### src/rtl/ball_motion_pkg.sv
// Shared Pong definitions: screen and paddle geometry, ball FSM states,
// and the paddle vertical-overlap helper.
package pong_pkg;

  localparam int SCREEN_W    = 640;
  localparam int SCREEN_H    = 480;
  localparam int BALL_SIZE   = 15;
  localparam int PADDLE_L_X  = 20;
  localparam int PADDLE_R_X  = 605;
  localparam int PADDLE_W    = 15;
  localparam int PADDLE_H    = 60;
  localparam int SPEED       = 2;
  localparam int HOLD_FRAMES = 60;

  // Ball home position (centre of the field).
  localparam logic [9:0] BALL_CX = 10'((SCREEN_W - BALL_SIZE) / 2);
  localparam logic [9:0] BALL_CY = 10'((SCREEN_H - BALL_SIZE) / 2);

  // Horizontal landmarks, kept at 11 bits so the compares never wrap.
  localparam logic [10:0] X_L_EDGE = 11'(PADDLE_L_X + PADDLE_W);
  localparam logic [10:0] X_R_EDGE = 11'(PADDLE_R_X - BALL_SIZE);
  localparam logic [10:0] X_MAX    = 11'(SCREEN_W - BALL_SIZE);
  localparam logic [9:0]  Y_MAX    = 10'(SCREEN_H - BALL_SIZE);

  typedef enum logic [1:0] {
    ST_IDLE   = 2'd0,
    ST_MOVE   = 2'd1,
    ST_SCORED = 2'd2
  } ball_state_e;

  // True when the ball (top edge y) shares rows with a paddle (top edge py).
  function automatic logic paddle_overlap(input logic [9:0] y, input logic [9:0] py);
    logic [10:0] y11;
    logic [10:0] py11;
    y11  = {1'b0, y};
    py11 = {1'b0, py};
    return ((y11 + 11'(BALL_SIZE)) > py11) && (y11 < (py11 + 11'(PADDLE_H)));
  endfunction

endpackage

### src/rtl/ball_motion_if.sv
// Ball controller bus: frame/serve controls and paddle positions in,
// ball position and event pulses out.
interface ball_motion_if;
  logic       frame_tick;
  logic       serve;
  logic [9:0] paddle_l_y;
  logic [9:0] paddle_r_y;
  logic [9:0] ball_x;
  logic [9:0] ball_y;
  logic       hit;
  logic       point_l;
  logic       point_r;
  logic       in_play;

  // Game/video side that drives the controls and consumes the ball position.
  modport master (
    output frame_tick, serve, paddle_l_y, paddle_r_y,
    input  ball_x, ball_y, hit, point_l, point_r, in_play
  );

  // Ball motion controller.
  modport slave (
    input  frame_tick, serve, paddle_l_y, paddle_r_y,
    output ball_x, ball_y, hit, point_l, point_r, in_play
  );
endinterface

### src/rtl/ball_motion_axis_step.sv
// One-axis ball step: advance by speed toward the current direction and
// clamp-and-reflect at 0 (low) and hi_i (high). Purely combinational.
module ball_axis_step (
  input  logic [9:0] pos_i,
  input  logic       dir_i,    // 1: increasing, 0: decreasing
  input  logic [3:0] speed_i,
  input  logic [9:0] hi_i,
  output logic [9:0] pos_o,
  output logic       dir_o
);

  logic [10:0] pos11;
  logic [10:0] sp11;
  logic [10:0] hi11;

  assign pos11 = {1'b0, pos_i};
  assign sp11  = {7'd0, speed_i};
  assign hi11  = {1'b0, hi_i};

  // Step with wall clamp and direction flip.
  always_comb begin
    pos_o = pos_i;
    dir_o = dir_i;
    if (dir_i) begin
      if ((pos11 + sp11) >= hi11) begin
        pos_o = hi_i;
        dir_o = 1'b0;
      end else begin
        pos_o = 10'(pos11 + sp11);
      end
    end else begin
      if (pos11 <= sp11) begin
        pos_o = 10'd0;
        dir_o = 1'b1;
      end else begin
        pos_o = 10'(pos11 - sp11);
      end
    end
  end

endmodule

### src/rtl/ball_motion.sv
// Frame-rate ball position controller with serve/score FSM.
// Optional feature: BALL_SPEEDUP_EN adds a speed register that grows by one
// per paddle hit (saturating at twice the base speed) and resets on IDLE.
//
//   state     | meaning
//   ----------+----------------------------------------------
//   ST_IDLE   | ball parked at centre, waiting for serve
//   ST_MOVE   | ball advances one step per frame_tick
//   ST_SCORED | ball frozen for HOLD_FRAMES ticks after a point
module ball_motion
  import pong_pkg::*;
(
  input  logic          pixel_clk,
  input  logic          rst_n,
  ball_motion_if.slave  bus
);

  localparam int CNT_W = $clog2(HOLD_FRAMES + 1);

  ball_state_e      state_q, state_d;
  logic [9:0]       x_q, x_d;
  logic [9:0]       y_q, y_d;
  logic             dx_q, dx_d;    // 1: right
  logic             dy_q, dy_d;    // 1: down
  logic [CNT_W-1:0] cnt_q, cnt_d;
  logic             hit_q, hit_d;
  logic             pl_q, pl_d;
  logic             pr_q, pr_d;
  logic [3:0]       spd;

`ifdef BALL_SPEEDUP_EN
  logic [3:0]       spd_q, spd_d;
  assign spd = spd_q;
`else
  assign spd = 4'(SPEED);
`endif

  logic [9:0]  y_step;
  logic        dy_step;
  logic [10:0] x11;
  logic [10:0] sp11;
  logic        ovl_l;
  logic        ovl_r;

  assign x11   = {1'b0, x_q};
  assign sp11  = {7'd0, spd};
  assign ovl_l = paddle_overlap(y_q, bus.paddle_l_y);
  assign ovl_r = paddle_overlap(y_q, bus.paddle_r_y);

  ball_axis_step u_y_step (
    .pos_i   (y_q),
    .dir_i   (dy_q),
    .speed_i (spd),
    .hi_i    (Y_MAX),
    .pos_o   (y_step),
    .dir_o   (dy_step)
  );

  // State, position and pulse registers.
  always_ff @(posedge pixel_clk or negedge rst_n) begin
    if (!rst_n) begin
      state_q <= ST_IDLE;
      x_q     <= BALL_CX;
      y_q     <= BALL_CY;
      dx_q    <= 1'b1;
      dy_q    <= 1'b1;
      cnt_q   <= '0;
      hit_q   <= 1'b0;
      pl_q    <= 1'b0;
      pr_q    <= 1'b0;
`ifdef BALL_SPEEDUP_EN
      spd_q   <= 4'(SPEED);
`endif
    end else begin
      state_q <= state_d;
      x_q     <= x_d;
      y_q     <= y_d;
      dx_q    <= dx_d;
      dy_q    <= dy_d;
      cnt_q   <= cnt_d;
      hit_q   <= hit_d;
      pl_q    <= pl_d;
      pr_q    <= pr_d;
`ifdef BALL_SPEEDUP_EN
      spd_q   <= spd_d;
`endif
    end
  end

  // Next-state: serve handling, per-frame step, paddle/point decisions, hold.
  always_comb begin
    state_d = state_q;
    x_d     = x_q;
    y_d     = y_q;
    dx_d    = dx_q;
    dy_d    = dy_q;
    cnt_d   = cnt_q;
    hit_d   = 1'b0;
    pl_d    = 1'b0;
    pr_d    = 1'b0;
`ifdef BALL_SPEEDUP_EN
    spd_d   = spd_q;
`endif

    case (state_q)
      ST_IDLE: begin
        x_d = BALL_CX;
        y_d = BALL_CY;
`ifdef BALL_SPEEDUP_EN
        spd_d = 4'(SPEED);
`endif
        if (bus.serve) state_d = ST_MOVE;
      end

      ST_MOVE: begin
        if (bus.frame_tick) begin
          y_d  = y_step;
          dy_d = dy_step;
          if (!dx_q) begin
            // Paddle reflection wins over the point check.
            if ((x11 >= X_L_EDGE) && ((x11 - sp11) <= X_L_EDGE) && ovl_l) begin
              x_d   = 10'(X_L_EDGE);
              dx_d  = 1'b1;
              hit_d = 1'b1;
            end else if (x11 <= sp11) begin
              x_d     = 10'd0;
              pr_d    = 1'b1;
              dx_d    = 1'b0;   // left player lost: next serve heads left
              dy_d    = 1'b1;
              state_d = ST_SCORED;
            end else begin
              x_d = 10'(x11 - sp11);
            end
          end else begin
            if ((x11 <= X_R_EDGE) && ((x11 + sp11) >= X_R_EDGE) && ovl_r) begin
              x_d   = 10'(X_R_EDGE);
              dx_d  = 1'b0;
              hit_d = 1'b1;
            end else if ((x11 + sp11) >= X_MAX) begin
              x_d     = 10'(X_MAX);
              pl_d    = 1'b1;
              dx_d    = 1'b1;   // right player lost: next serve heads right
              dy_d    = 1'b1;
              state_d = ST_SCORED;
            end else begin
              x_d = 10'(x11 + sp11);
            end
          end
`ifdef BALL_SPEEDUP_EN
          if (hit_d && (spd_q < 4'(2 * SPEED))) spd_d = spd_q + 4'd1;
`endif
        end
      end

      ST_SCORED: begin
        if (bus.frame_tick) begin
          if (cnt_q == CNT_W'(HOLD_FRAMES - 1)) begin
            cnt_d   = '0;
            x_d     = BALL_CX;
            y_d     = BALL_CY;
            state_d = ST_IDLE;
`ifdef BALL_SPEEDUP_EN
            spd_d   = 4'(SPEED);
`endif
          end else begin
            cnt_d = cnt_q + 1'b1;
          end
        end
      end

      default: state_d = ST_IDLE;
    endcase
  end

  assign bus.ball_x  = x_q;
  assign bus.ball_y  = y_q;
  assign bus.hit     = hit_q;
  assign bus.point_l = pl_q;
  assign bus.point_r = pr_q;
  assign bus.in_play = (state_q == ST_MOVE);

endmodule
### src/flat_wrapper.sv
// flat-port wrapper written by rule: the top's interface ports become plain ports
module ball_motion_flat import pong_pkg::*;
  (pixel_clk, rst_n, bus_frame_tick, bus_serve, bus_paddle_l_y, bus_paddle_r_y, bus_ball_x, bus_ball_y, bus_hit, bus_point_l, bus_point_r, bus_in_play);
  ball_motion_if bus_i ();
  input  logic pixel_clk;
  input  logic rst_n;
  input wire logic [$bits(bus_i.frame_tick)-1:0] bus_frame_tick;
  input wire logic [$bits(bus_i.serve)-1:0] bus_serve;
  input wire logic [$bits(bus_i.paddle_l_y)-1:0] bus_paddle_l_y;
  input wire logic [$bits(bus_i.paddle_r_y)-1:0] bus_paddle_r_y;
  output wire logic [$bits(bus_i.ball_x)-1:0] bus_ball_x;
  output wire logic [$bits(bus_i.ball_y)-1:0] bus_ball_y;
  output wire logic [$bits(bus_i.hit)-1:0] bus_hit;
  output wire logic [$bits(bus_i.point_l)-1:0] bus_point_l;
  output wire logic [$bits(bus_i.point_r)-1:0] bus_point_r;
  output wire logic [$bits(bus_i.in_play)-1:0] bus_in_play;
  assign bus_i.frame_tick = bus_frame_tick;
  assign bus_i.serve = bus_serve;
  assign bus_i.paddle_l_y = bus_paddle_l_y;
  assign bus_i.paddle_r_y = bus_paddle_r_y;
  assign bus_ball_x = bus_i.ball_x;
  assign bus_ball_y = bus_i.ball_y;
  assign bus_hit = bus_i.hit;
  assign bus_point_l = bus_i.point_l;
  assign bus_point_r = bus_i.point_r;
  assign bus_in_play = bus_i.in_play;
  ball_motion u_core (.pixel_clk(pixel_clk), .rst_n(rst_n), .bus(bus_i));
endmodule
### config.mk
export PLATFORM = sky130hd
export DESIGN_NAME = ball_motion_flat
export DESIGN_NICKNAME = d
export VERILOG_FILES = /design/src/rtl/ball_motion_pkg.sv /design/src/rtl/ball_motion_if.sv /design/src/rtl/ball_motion_axis_step.sv /design/src/rtl/ball_motion.sv /design/src/flat_wrapper.sv
export SDC_FILE = /design/constraint.sdc
export NUM_CORES = 1
export LEC_CHECK = 0
export CORE_UTILIZATION = 58
export CTS_CLUSTER_SIZE = 24
export DETAILED_ROUTE_END_ITERATION = 8
export GPL_TIMING_DRIVEN = 0
export PLACE_DENSITY_LB_ADDON = 0.3
export RECOVER_POWER = 25
export SLEW_MARGIN = 20
export SYNTH_ARGS = -nofsm -noshare
export SYNTH_HDL_FRONTEND = slang
export SYNTH_SLANG_ARGS = --single-unit
### constraint.sdc
create_clock -name pixel_clk -period 4 [get_ports pixel_clk]
set_input_delay 0.8 -clock pixel_clk [delete_from_list [all_inputs] [get_ports pixel_clk]]
set_output_delay 0.8 -clock pixel_clk [all_outputs]
set_load 0.03 [all_outputs]
==> flow_metrics.py <==
metrics = {
    "timing": {
        "setup_viol": 0,
        "fin_crit_ns": 3.89,
        "fin_crit_sh_pct": 97.3,
        "hold_viol_final": 0,
        "worstMarginPinSlew_ns": 1.26,
        "skew_ns": 0.00918,
        "tns_ns": 0,
        "maxSlewHeadroom_pct": 16.1,
        "drv_slew": 0,
        "fin_hold_ws_ns": 0.509,
        "clock.fmax_ghz": 0.257,
    },
    "synth": {
        "synth_top_area_cell": "ha_1",
        "synth_area_per_cell_sq_um": 7.76,
        "yosysWarnings": 0,
        "synthAdderAreaFrac_pct": 16.8,
        "synth_edf_count": 0,
        "synth.ff_latch_count": 33,
        "syn_inst": 536,
        "syn_nets": 616,
        "yosysSeqAreaShare_pct": 20.1,
        "yosysUniqueCellTypes": 74,
        "synth_mux_area_share_pct": 0,
        "synthTopCellsByArea": "ha_1 (17%), dfrtp_1 (14%), dfstp_2 (6.3%), xnor2_1 (5.5%), a21oi_1 (4.4%)",
        "syn_area_sq_um": 4160,
        "async_reset_ff_share_pct": 100,
        "netlist.area_leader.share_pct": 16.8,
        "synth_ff_type": "dfrtp_1",
        "synth-compound-area-share_pct": 26.9,
        "synth_top_family_by_area": "compound AO/OA/AOI/OAI gates",
        "synthXorXnorAreaFrac_pct": 6.10,
        "yosys.area_share.simple_pct": 22.9,
    },
    "global_route": {
        "grt_pass1_wl_mm": 20.3,
        "overflow": 0,
        "grt_pass1_vias": 4344,
        "grt_max_degree": 24,
        "track_usage_pct": 34.5,
        "antenna_found_initial": 0,
    },
    "worst_setup_path": {
        "critPathKind": "primary input to flop",
        "crit_path_top_delay_cell": "clkdlybuf4s50_1",
        "cp_slowest_stage_delay_ns": 0.49,
        "cpMostUsedCell": "nor2_1",
        "worstPathRequired_ns": 4.20,
        "cp-end-kind": "flop",
        "crit_fanout": 4,
        "cp-start-kind": "primary input",
        "crit_chain": "clkdlybuf4s50_1 -> nor2_1 -> nand2_1 -> xnor2_1 -> ha_1 -> a21oi_1 -> o21ai_0 -> a311oi_2 -> o311ai_2 -> buf_4 -> a221oi_2 -> nor2_1 -> a41o_1 -> a22oi_1",
        "crit_arrival_ns": 4.09,
        "ff2ff_path_depth": 17,
    },
    "route": {
        "routed_wl_mm": 12.6,
        "drc": 0,
        "vias": 4470,
        "drt_iter0_drc": 593,
        "drtPass1Iterations": 5,
        "routedWlPerCell_microns": 18.2,
        "via_per_inst": 6.42,
        "ant_nets": 0,
    },
    "finish": {
        "stdcell_area_sq_um": 4970,
        "area_growth_pct": 19.4,
        "drive_gt1_share_pct": 11.2,
        "nNetsFinal": 679,
        "fillers": 546,
        "instances_no_fill": 696,
        "antennaDiodeCount": 0,
    },
    "die": {
        "ios": 48,
        "die_y_microns": 86.7,
        "core_area_sq_um": 6870,
        "die_area_sq_um": 7520,
        "start_util_pct": 60.6,
        "fp-row-count": 30,
        "die_w_microns": 86.7,
    },
    "power": {
        "p_leak_nw": 2.12,
        "ir_drop_mv": 0.484,
        "powerDensity_nw_per_um2": 757,
    },
    "place": {
        "hpwl_mm": 9.34,
        "dp.cells": 680,
        "placed_cell_area_sq_um": 4770,
        "port_buffers": 47,
        "gp_congestion": 0.976,
    },
    "cts": {
        "cts_root_buf": "clkbuf_8",
        "ctsLongestPathBuffers": 2,
        "tritoncts": "done",
        "numCtsBuffers": 5,
        "hold_buffers": 0,
        "clk_latency_ns": 0.30,
        "clk_pin_slew_worst_paths_ns": 0.09,
        "cts_max_level": 2,
        "cts.sinks": 33,
    },
    "run": {
        "drv_cap": 0,
    },
    "hold_path": {
        "min_path_type": "primary input to async pin",
    },
    "run_status": {
        "status": "finished clean",
    },
}
-- what timing repair did --
| action | CTS | global route |
|---|---|---|
| pin swaps | 2 | 7 |
| gates resized for setup | 2 | 15 |
| endpoints found under the setup margin | 14 | 13 |
| buffers inserted | 2 | 6 |
| endpoints found under the hold margin | 0 | 0 |
-- through the flow --
stage / utilization [%] / setup WS (ns) / power [W]
global placement: 69.2 / -0.811 / 0.00320
global route: 72.3 / -0.0995 / 0.00405
floorplan: - / 0.342 / 0.00251
CTS: 71.2 / -0.000850 / 0.00361
finish: 72.3 / 0.107 / 0.00376
detailed placement: 69.5 / -0.731 / 0.00328
-- layout make-up --
cell class                      instances  area (sq um)  share of cell area, %
Buffer                                 29           141                   2.84
Clock buffer                            5          68.8                   1.38
Clock inverter                          3          22.5                  0.453
Inverter                               41           154                   3.10
Multi-Input combinational cell        433          3090                   62.1
Sequential cell                        33           842                   16.9
Tap cell                               96           120                   2.42
Timing Repair Buffer                   56           533                   10.7
-- synthesized netlist by cell type, types with 3 or more instances --
cell type / instances
a211oi_1: 9
a21oi_1: 37
inv_1: 41
o211ai_1: 5
o31ai_1: 3
nand4_1: 10
a22o_1: 3
o21ai_0: 25
and2_1: 7
clkbuf_1: 18
and3_1: 9
nand4b_1: 3
dfrtp_1: 23
buf_4: 5
nor3_1: 17
nor4_1: 3
nor2_1: 42
nand2b_1: 4
o32ai_1: 3
o21ai_1: 6
o22ai_1: 3
o21a_1: 6
or2_2: 4
buf_2: 5
ha_1: 56
nand3b_1: 6
xor2_1: 3
a21o_1: 9
xnor2_1: 26
o311ai_1: 3
a31oi_1: 8
dfstp_2: 10
or3_1: 9
a221oi_1: 5
nand3_1: 14
nand2_1: 45
-- where the power goes --
part | internal, W | total [W] | switching (W)
clock | 0.000122 | 0.000275 | 0.000152
sequential | 0.000477 | 0.000676 | 0.000199
combinational | 0.00114 | 0.00281 | 0.00167
-- registers in the layout, summed over array words and instances, names as in the netlist --
| name | count |
|---|---|
| u_core.cnt_q | 6 |
| u_core.bus.hit | 1 |
| u_core.bus.point_r | 1 |
| u_core.bus.ball_x | 10 |
| u_core.state_q | 2 |
| u_core.dx_q | 1 |
| u_core.bus.point_l | 1 |
| u_core.dy_q | 1 |
| u_core.bus.ball_y | 10 |
-- cells in the final DEF (no fill, tap or decap), types with 7 or more instances in the layout --
| master | netlist | routed |
|---|---|---|
| a211oi_1 | 9 | 7 |
| a21o_1 | 9 | 9 |
| a21oi_1 | 37 | 37 |
| a31oi_1 | 8 | 8 |
| and2_1 | 7 | 7 |
| and3_1 | 9 | 9 |
| buf_4 | 5 | 13 |
| clkbuf_1 | 18 | 20 |
| clkdlybuf4s50_1 | 0 | 44 |
| dfrtp_1 | 23 | 20 |
| dfstp_2 | 10 | 10 |
| ha_1 | 56 | 55 |
| inv_1 | 41 | 39 |
| nand2_1 | 45 | 45 |
| nand3_1 | 14 | 14 |
| nand4_1 | 10 | 10 |
| nor2_1 | 42 | 42 |
| nor3_1 | 17 | 17 |
| o21ai_0 | 25 | 25 |
| or3_1 | 9 | 9 |
| xnor2_1 | 26 | 26 |
-- final timing paths --
path / startpoint / end / slack (ns)
hold reg to reg: u_core.cnt_q[4]$_DFFE_PN0P_ / u_core.cnt_q[4]$_DFFE_PN0P_ / 0.53
max in group asynchronous: rst_n / u_core.bus.ball_y[0]$_DFFE_PN0P_ / 1.82
min in group pixel_clk: u_core.cnt_q[4]$_DFFE_PN0P_ / u_core.cnt_q[4]$_DFFE_PN0P_ / 0.53
setup reg to reg: u_core.bus.ball_y[1]$_DFFE_PN0P_ / u_core.bus.ball_x[9]$_DFFE_PN0P_ / 0.24
setup / recovery: bus_paddle_r_y[4] / u_core.bus.ball_x[9]$_DFFE_PN0P_ / 0.11
hold / removal: rst_n / u_core.bus.ball_x[7]$_DFFE_PN0P_ / 0.51
-- kinds of logic (layout without fill, tap and decap cells) --
group	Yosys count	in the layout
AND/OR/NAND/NOR	187	187
AO/OA/AOI/OAI	161	161
buffers and inverters	70	134
adder cells (fa/ha/maj)	56	56
flip-flops	33	33
XOR/XNOR	29	29
-- routing by layer --
layer / GRT usage, % / routed length [microns] / share of wire (%)
met1: 43.7 / 5430 / 43
met2: 58.4 / 5920 / 47
met3: 4.57 / 816 / 6.5
met4: 16.1 / 475 / 3.8
met5: 0 / 0 / 0
-- worst max-delay path, delay by kind of cell --
kind,cells,cell delay (ns)
AOI/OAI and AO/OA,7,1.68
and+or+nand+nor,3,0.46
xor gates and xnor gates,1,0.14
adders and majority gates,1,0.32
buffers and inverters,2,0.68
Power figures use the tool's default switching activity.
